### src/rtl/alu_integer.sv
// alu_integer: registered saturating signed add/sub/mul and bitwise AND with N/Z/C/V flags
module alu_integer #(
    parameter int DATA_WIDTH = 8
) (
    input  logic                         clk,
    input  logic                         rst_n,
    input  logic signed [DATA_WIDTH-1:0] A,
    input  logic signed [DATA_WIDTH-1:0] B,
    input  logic [1:0]                   opcode,
    output logic signed [DATA_WIDTH-1:0] Out,
    output logic                         C,
    output logic                         N,
    output logic                         V,
    output logic                         Z
);
    localparam int W = DATA_WIDTH;
    localparam int W2 = 2 * DATA_WIDTH;
    localparam logic signed [W2-1:0] LIM_MAX = {{(W+1){1'b0}}, {(W-1){1'b1}}};
    localparam logic signed [W2-1:0] LIM_MIN = ~LIM_MAX;
    localparam logic [W-1:0] OUT_MAX = {1'b0, {(W-1){1'b1}}};
    localparam logic [W-1:0] OUT_MIN = {1'b1, {(W-1){1'b0}}};
    logic signed [W:0]    w_sum;
    logic signed [W:0]    w_dif;
    logic signed [W2-1:0] w_prod;
    logic signed [W2-1:0] w_exact;
    logic [W:0]           w_usum;
    logic                 w_arith;
    logic                 w_hi;
    logic                 w_lo;
    logic [W-1:0]         w_res;
    logic                 w_c;
    logic                 w_v;
    logic [W-1:0]         r_out;
    logic                 r_c;
    logic                 r_n;
    logic                 r_v;
    logic                 r_z;
    // exact results sign-extended to a common 2W width, then clamped to the W-bit range
    always_comb begin
        w_sum   = $signed({A[W-1], A}) + $signed({B[W-1], B});
        w_dif   = $signed({A[W-1], A}) - $signed({B[W-1], B});
        w_prod  = $signed({{W{A[W-1]}}, A}) * $signed({{W{B[W-1]}}, B});
        w_usum  = {1'b0, A} + {1'b0, B};
        w_exact = opcode == 2'b00 ? {{(W-1){w_sum[W]}}, w_sum} :
                  opcode == 2'b01 ? {{(W-1){w_dif[W]}}, w_dif} : w_prod;
        w_arith = opcode != 2'b11;
        w_hi    = w_exact > LIM_MAX;
        w_lo    = w_exact < LIM_MIN;
        w_res   = !w_arith ? A & B : w_hi ? OUT_MAX : w_lo ? OUT_MIN : w_exact[W-1:0];
        w_v     = w_arith & (w_hi | w_lo);
        w_c     = opcode == 2'b00 ? w_usum[W] :
                  opcode == 2'b01 ? $unsigned(A) >= $unsigned(B) : 1'b0;
    end
    // capture result and flags each edge; reset clears everything immediately
    always_ff @(posedge clk or negedge rst_n) begin
        if (!rst_n) begin
            r_out <= '0;
            r_c   <= 1'b0;
            r_n   <= 1'b0;
            r_v   <= 1'b0;
            r_z   <= 1'b0;
        end else begin
            r_out <= w_res;
            r_c   <= w_c;
            r_n   <= w_res[W-1];
            r_v   <= w_v;
            r_z   <= w_res == '0;
        end
    end
    assign Out = r_out;
    assign C   = r_c;
    assign N   = r_n;
    assign V   = r_v;
    assign Z   = r_z;
endmodule

### config.mk
export PLATFORM = sky130hd
export DESIGN_NAME = alu_integer
export DESIGN_NICKNAME = d
export VERILOG_FILES = /design/src/rtl/alu_integer.sv
export SDC_FILE = /design/constraint.sdc
export NUM_CORES = 1
export LEC_CHECK = 0
export CORE_AREA = 2 2 132 134
export CTS_CLUSTER_DIAMETER = 100
export DETAILED_ROUTE_END_ITERATION = 12
export DIE_AREA = 0 0 134 136
export PLACE_DENSITY = 0.5
export SLEW_MARGIN = 10
export SYNTH_ARGS = -nofsm -noshare
export SYNTH_HDL_FRONTEND = slang
export SYNTH_SLANG_ARGS = --single-unit
### constraint.sdc
create_clock -name clk -period 0.8 [get_ports clk]
set_clock_uncertainty 0.05 [all_clocks]
set_input_delay 0.12 -clock clk [delete_from_list [all_inputs] [get_ports clk]]
set_output_delay 0.12 -clock clk [all_outputs]
set_load 0.1 [all_outputs]
Yosys cells after proc, flatten, opt, wreduce, memory -nomap -nowiden:

Cells that the tools add are included.

* word-level logic and storage cells: 26
* output and inout bits: 12
* input port bits: 20
* register bits: 12

* bitwise gates (word level): 3
* reduce and logical (&&, ||, !) cells: 2
* $lt $le $gt $ge: 3
* eq/ne operators: 2
* mux-type cells: 7
* add/subtract/negate cells: 3
* multipliers: 1

Operator list (count)
* two-way mux 16 bit: 2
* two-way mux 8 bit: 3
* adder 8 x 8 -> 9 bit: 2
* > comparator 16 x 8 -> 1 bit, second input constant: 1
* < comparator 16 x 8 -> 1 bit, second input constant: 1
* multiplier 8 x 8 -> 16 bit: 1
* subtractor 8 x 8 -> 9 bit: 1
* AND 8 bit: 1
* greater-or-equal comparator 8 bit: 1
* zero test 8 bit: 1
* equality test 2 x 1 -> 1 bit, second input constant: 1
* zero test 2 bit: 1
* two-way mux 1 bit: 2
* != test 2 bit, second input constant: 1
* AND 1 bit: 1
* bitwise OR 1 bit: 1

Longest topological paths before layout:

* depth after elaboration: 8
* depth in mapped cells: 21
* mapped depth without buffers: 20

Worst setup path after synthesis:

Ideal clock, no wire load.

* kind: input-to-reg
* from: input port B[7]
* to: register r_z (netlist: Z)
* data required time: 0.629 ns
* cell stages on the path: 19
* path slack: -4.057 ns
* path buffers: 1
* library setup time: 0.121 ns
* data arrival time: 4.686 ns
* path through: inv_1 nor2_1 fa_1 fa_1 fa_1 inv_1 fa_1 inv_1 ha_1 buf_6 or3_4 o21bai_1 and4_1 o31ai_2 a2111oi_4 o221ai_2 nand2_2 o211ai_1 and4b_1

* cells in the longest elaborated chain, start to end: 8
* elaborated cells on any way between the ends: 12
* classes of those cells: add/sub (2); mul (1); order compare (2); mux (5); bitwise (1); reduce/logical (1)

Ends and longest elaborated chain
* from (decl): RTL line 8 `input logic signed [DATA_WIDTH-1:0] B,`
* multiplier 8 x 8 -> 16 bit or subtractor 8 x 8 -> 9 bit (tied branches): RTL line 42, 41
* two-way mux 16 bit: RTL line 45 `opcode == 2'b01 ? {{(W-1){w_dif[W]}}, w_dif} : w_prod;`
* two-way mux 16 bit: RTL line 44 `w_exact = opcode == 2'b00 ? {{(W-1){w_sum[W]}}, w_sum} :`
* < comparator 16 x 8 -> 1 bit: RTL line 48 `w_lo = w_exact < LIM_MIN;`
* two-way mux 8 bit (2 in series): RTL line 49 `w_res = !w_arith ? A & B : w_hi ? OUT_MAX : w_lo ? OUT_MIN : w_exact[W-1:0];`
* two-way mux 8 bit (*): RTL line 49
* zero test 8 bit (*): RTL line 67 `r_z <= w_res == '0;`
* to (signal assigned): RTL line 61 `r_z <= 1'b0;`
* to (signal assigned): RTL line 67
* to (decl): RTL line 37 `logic r_z;`

Mark *: on every way between the ends. The rest lies on a longest branch, timed or not.

Worst setup path after layout:

* from: input port B[7]
* to: register r_out[0] (netlist: Out[0])

* cells in the longest elaborated chain, start to end: 7
* elaborated cells on any way between the ends: 10
* classes of those cells: add/sub (2); mul (1); order compare (2); mux (5)

Ends and longest elaborated chain
* multiplier 8 x 8 -> 16 bit or subtractor 8 x 8 -> 9 bit (tied branches): RTL line 42, 41
* two-way mux 16 bit: RTL line 45
* two-way mux 16 bit (*): RTL line 44
* < comparator 16 x 8 -> 1 bit: RTL line 48
* two-way mux 8 bit: RTL line 49
* two-way mux 8 bit (*) (2 in series): RTL line 49
* via w_res[0]: RTL line 30 `logic [W-1:0] w_res;`
* to (signal assigned): RTL line 63 `r_out <= w_res;`
* to (decl): RTL line 33 `logic [W-1:0] r_out;`

Mark *: on every way through the listed nets, which the timed path passes. The rest lies on a longest branch.

==> out/metrics.cfg <==
[floorplan]
core_um2=16900
start_util=0.246
num_rows=48
die_w_um=134
die_y_um=136
ios=32
dieArea_um2=18200

[worst_setup_path]
worstPathCellList=buf_6 > clkinvlp_4 > buf_4 > nor2_2 > fa_1 > fa_1 > fa_1 > inv_1 > fa_1 > inv_2 > ha_4 > o21a_1 > or2_4 > a311oi_4 > o31ai_4 > a2111oi_4 > o221ai_2 > nand2_2 > o211ai_1 > a211o_1
startpoint_type=primary input
critical_path_buf_inv_count=5
crit_fanout=3
max_stage_delay_ns=0.56
slowest_stage=fa_1
critPathTopFamily=adder cells
end_kind=register
cpMostUsedCell=fa_1
path_class=in2reg
crit_required_ns=0.87
cp.arrival_ns=4.78

[global_route]
grt_pass1_wl_um=23100
grt_pass1_vias=4600
grt_overflow_total=0
grt_usage=0.157
antenna_found_initial=0
grt_max_degree=18

[synthesis]
yosys_warnings=0
avgSynthCellArea_um2=8.35
synthArstFlopShare=1.00
syn_area_um2=4160
syn_nets=622
ys_ff_latch=11
post_synth_inst_count=498
synth-edff-count=0
synth.distinct_cells=62
synth_ff_type=dfrtp_1
yosysSeqAreaShare=0.0662

[status]
violations=setup timing
status=complete, but fails checks

[sta]
finalCritPeriodShare=5.89
report.final.slew_viol_count=0
fmax_ghz=0.212
hold_viol=0
worst_slack_ns=-3.91
setup_viol=23
min_period_ns=4.71
worstMarginPinSlew_ns=0.366
rsz0062_at_grt=yes
slew_headroom=0.750

[power]
p_per_area_nw_per_um2=3890
fin_total_pwr_uw=27100
ir_drop_mv=2.26
leakage_uw=0.00323

[clock_tree]
cts_hold_buffers=0
clk_pin_slew_worst_paths_ns=0.04
cts_buffers=3
root_buffer=clkbuf_16
cts.sinks=11
cts_buffer_depth=2
cts_htree_levels=1
cts_tree=built

[drt]
avgViaCountPerCell=4.60
routed_wl_um=13700
final_antenna_net_count=0
dr.first_iter.drc_count=163
drt_first_pass_iters=4
wl_per_cell_um=15.0
drc=0
vias=4197

[layout]
final_util=0.413
areaGrowthSynthToFinish_pct=67.4
antenna_cells=0
final_cell_mix=142 x buf_4, 82 x inv_1, 50 x fa_1, 31 x buf_6, 26 x nand2_1
final_common_cell=buf_4
layout-drive-gt1-share=0.487
nets=813

[place]
gp_congestion=0.909
hpwlAfterDp_um=11200
io_buffers=31

[min_path]
worstHoldPathType=in2async

[run]
maxCapViolCount=0

-- per-layer routing --
metal | wire length [um] | up-vias | global-route usage
met1 | 5760 | 2100 | 0.191
met3 | 312 | 17 | 0.00820
li1 | - | 2022 | -
met4 | 226 | 0 | 0.0284
met2 | 7360 | 58 | 0.308
met5 | 0 | - | 0
-- repair_timing --
item | CTS | global route
setup buffers | 16 | 8
pin swaps | 49 | 56
gates resized for setup | 136 | 73
gates cloned | 1 | 0
setup endpoints to repair | 23 | 23
-- flip-flops by register name, summed over array words and instances, names as in the netlist --
signal and count:
Out 7, C 1, N 1, V 1
Z 1
-- cell type report --
cell class / count / area [um^2]
Timing Repair Buffer: 200 / 1820
Tap cell: 225 / 282
Multi-Input combinational cell: 369 / 4050
Fill cell: 1689 / 9910
Clock buffer: 4 / 78.8
Inverter: 104 / 409
Sequential cell: 11 / 317
-- cells by family (layout without fill, tap and decap cells) --
logic type | Yosys count | after routing | share of synthesized area
buf+inv | 118 | 308 | 0.110
simple gates | 134 | 134 | 0.165
xor+xnor | 16 | 16 | 0.0337
mux | 6 | 6 | 0.0144
fa+ha+maj | 104 | 104 | 0.416
flops | 11 | 11 | 0.0662
compound gates | 109 | 109 | 0.195
-- cells in the mapped netlist (all sizes together) (3+ instances only) --
cell	number	area, um^2
a211o	6	52.6
a211oi	6	50.1
a21o	7	52.6
a21oi	23	115
a2bb2oi	5	43.8
a31oi	4	31.3
and2	32	200
buf	5	33.8
clkbuf	9	35.0
dfrtp	11	275
fa	57	1140
ha	47	588
inv	104	390
mux2i	6	60.1
nand2	30	115
nand2b	6	37.5
nand3	3	15.0
nand4	3	18.8
nor2	35	131
nor2b	4	25.0
nor3	5	25.0
o2111ai	4	35.0
o211ai	4	30.0
o21a	5	37.5
o21ai	15	75.1
o21bai	3	22.5
o31ai	8	65.1
or2	4	25.0
or3	3	23.8
xnor2	14	123
-- worst max-delay path by stage --
stage               slack [ns]  from               end  cells after the start
floorplan                -3.80  B[7]       Z$_DFF_PN0_                     19
global placement         -4.83  B[4]  Out[0]$_DFF_PN0_                     21
detailed placement       -4.87  B[4]  Out[3]$_DFF_PN0_                     21
CTS                      -3.98  B[5]  Out[0]$_DFF_PN0_                     19
global route             -4.08  B[2]  Out[0]$_DFF_PN0_                     20
finish                   -3.91  B[7]  Out[0]$_DFF_PN0_                     20
-- per-stage QoR --
step	instances	TNS (ns)	hold slack [ns]	instance area, um^2	setup WS [ns]
floorplan	498	-37.55	-0.226	4430	-3.80
global placement	887	-49.28	0.411	6160	-4.83
detailed placement	887	-49.23	0.407	6160	-4.87
CTS	908	-43.21	0.168	6660	-3.98
global route	913	-44.03	0.184	6960	-4.08
finish	913	-42.15	0.162	6960	-3.91
-- report_power, final --
part | internal (uW) | switching, uW | total (uW)
sequential | 984 | 231 | 1220
combinational | 12400 | 12600 | 25000
clock | 668 | 232 | 900
total | 14000 | 13100 | 27100
Note: power is estimated with default switching activity, not from simulation.
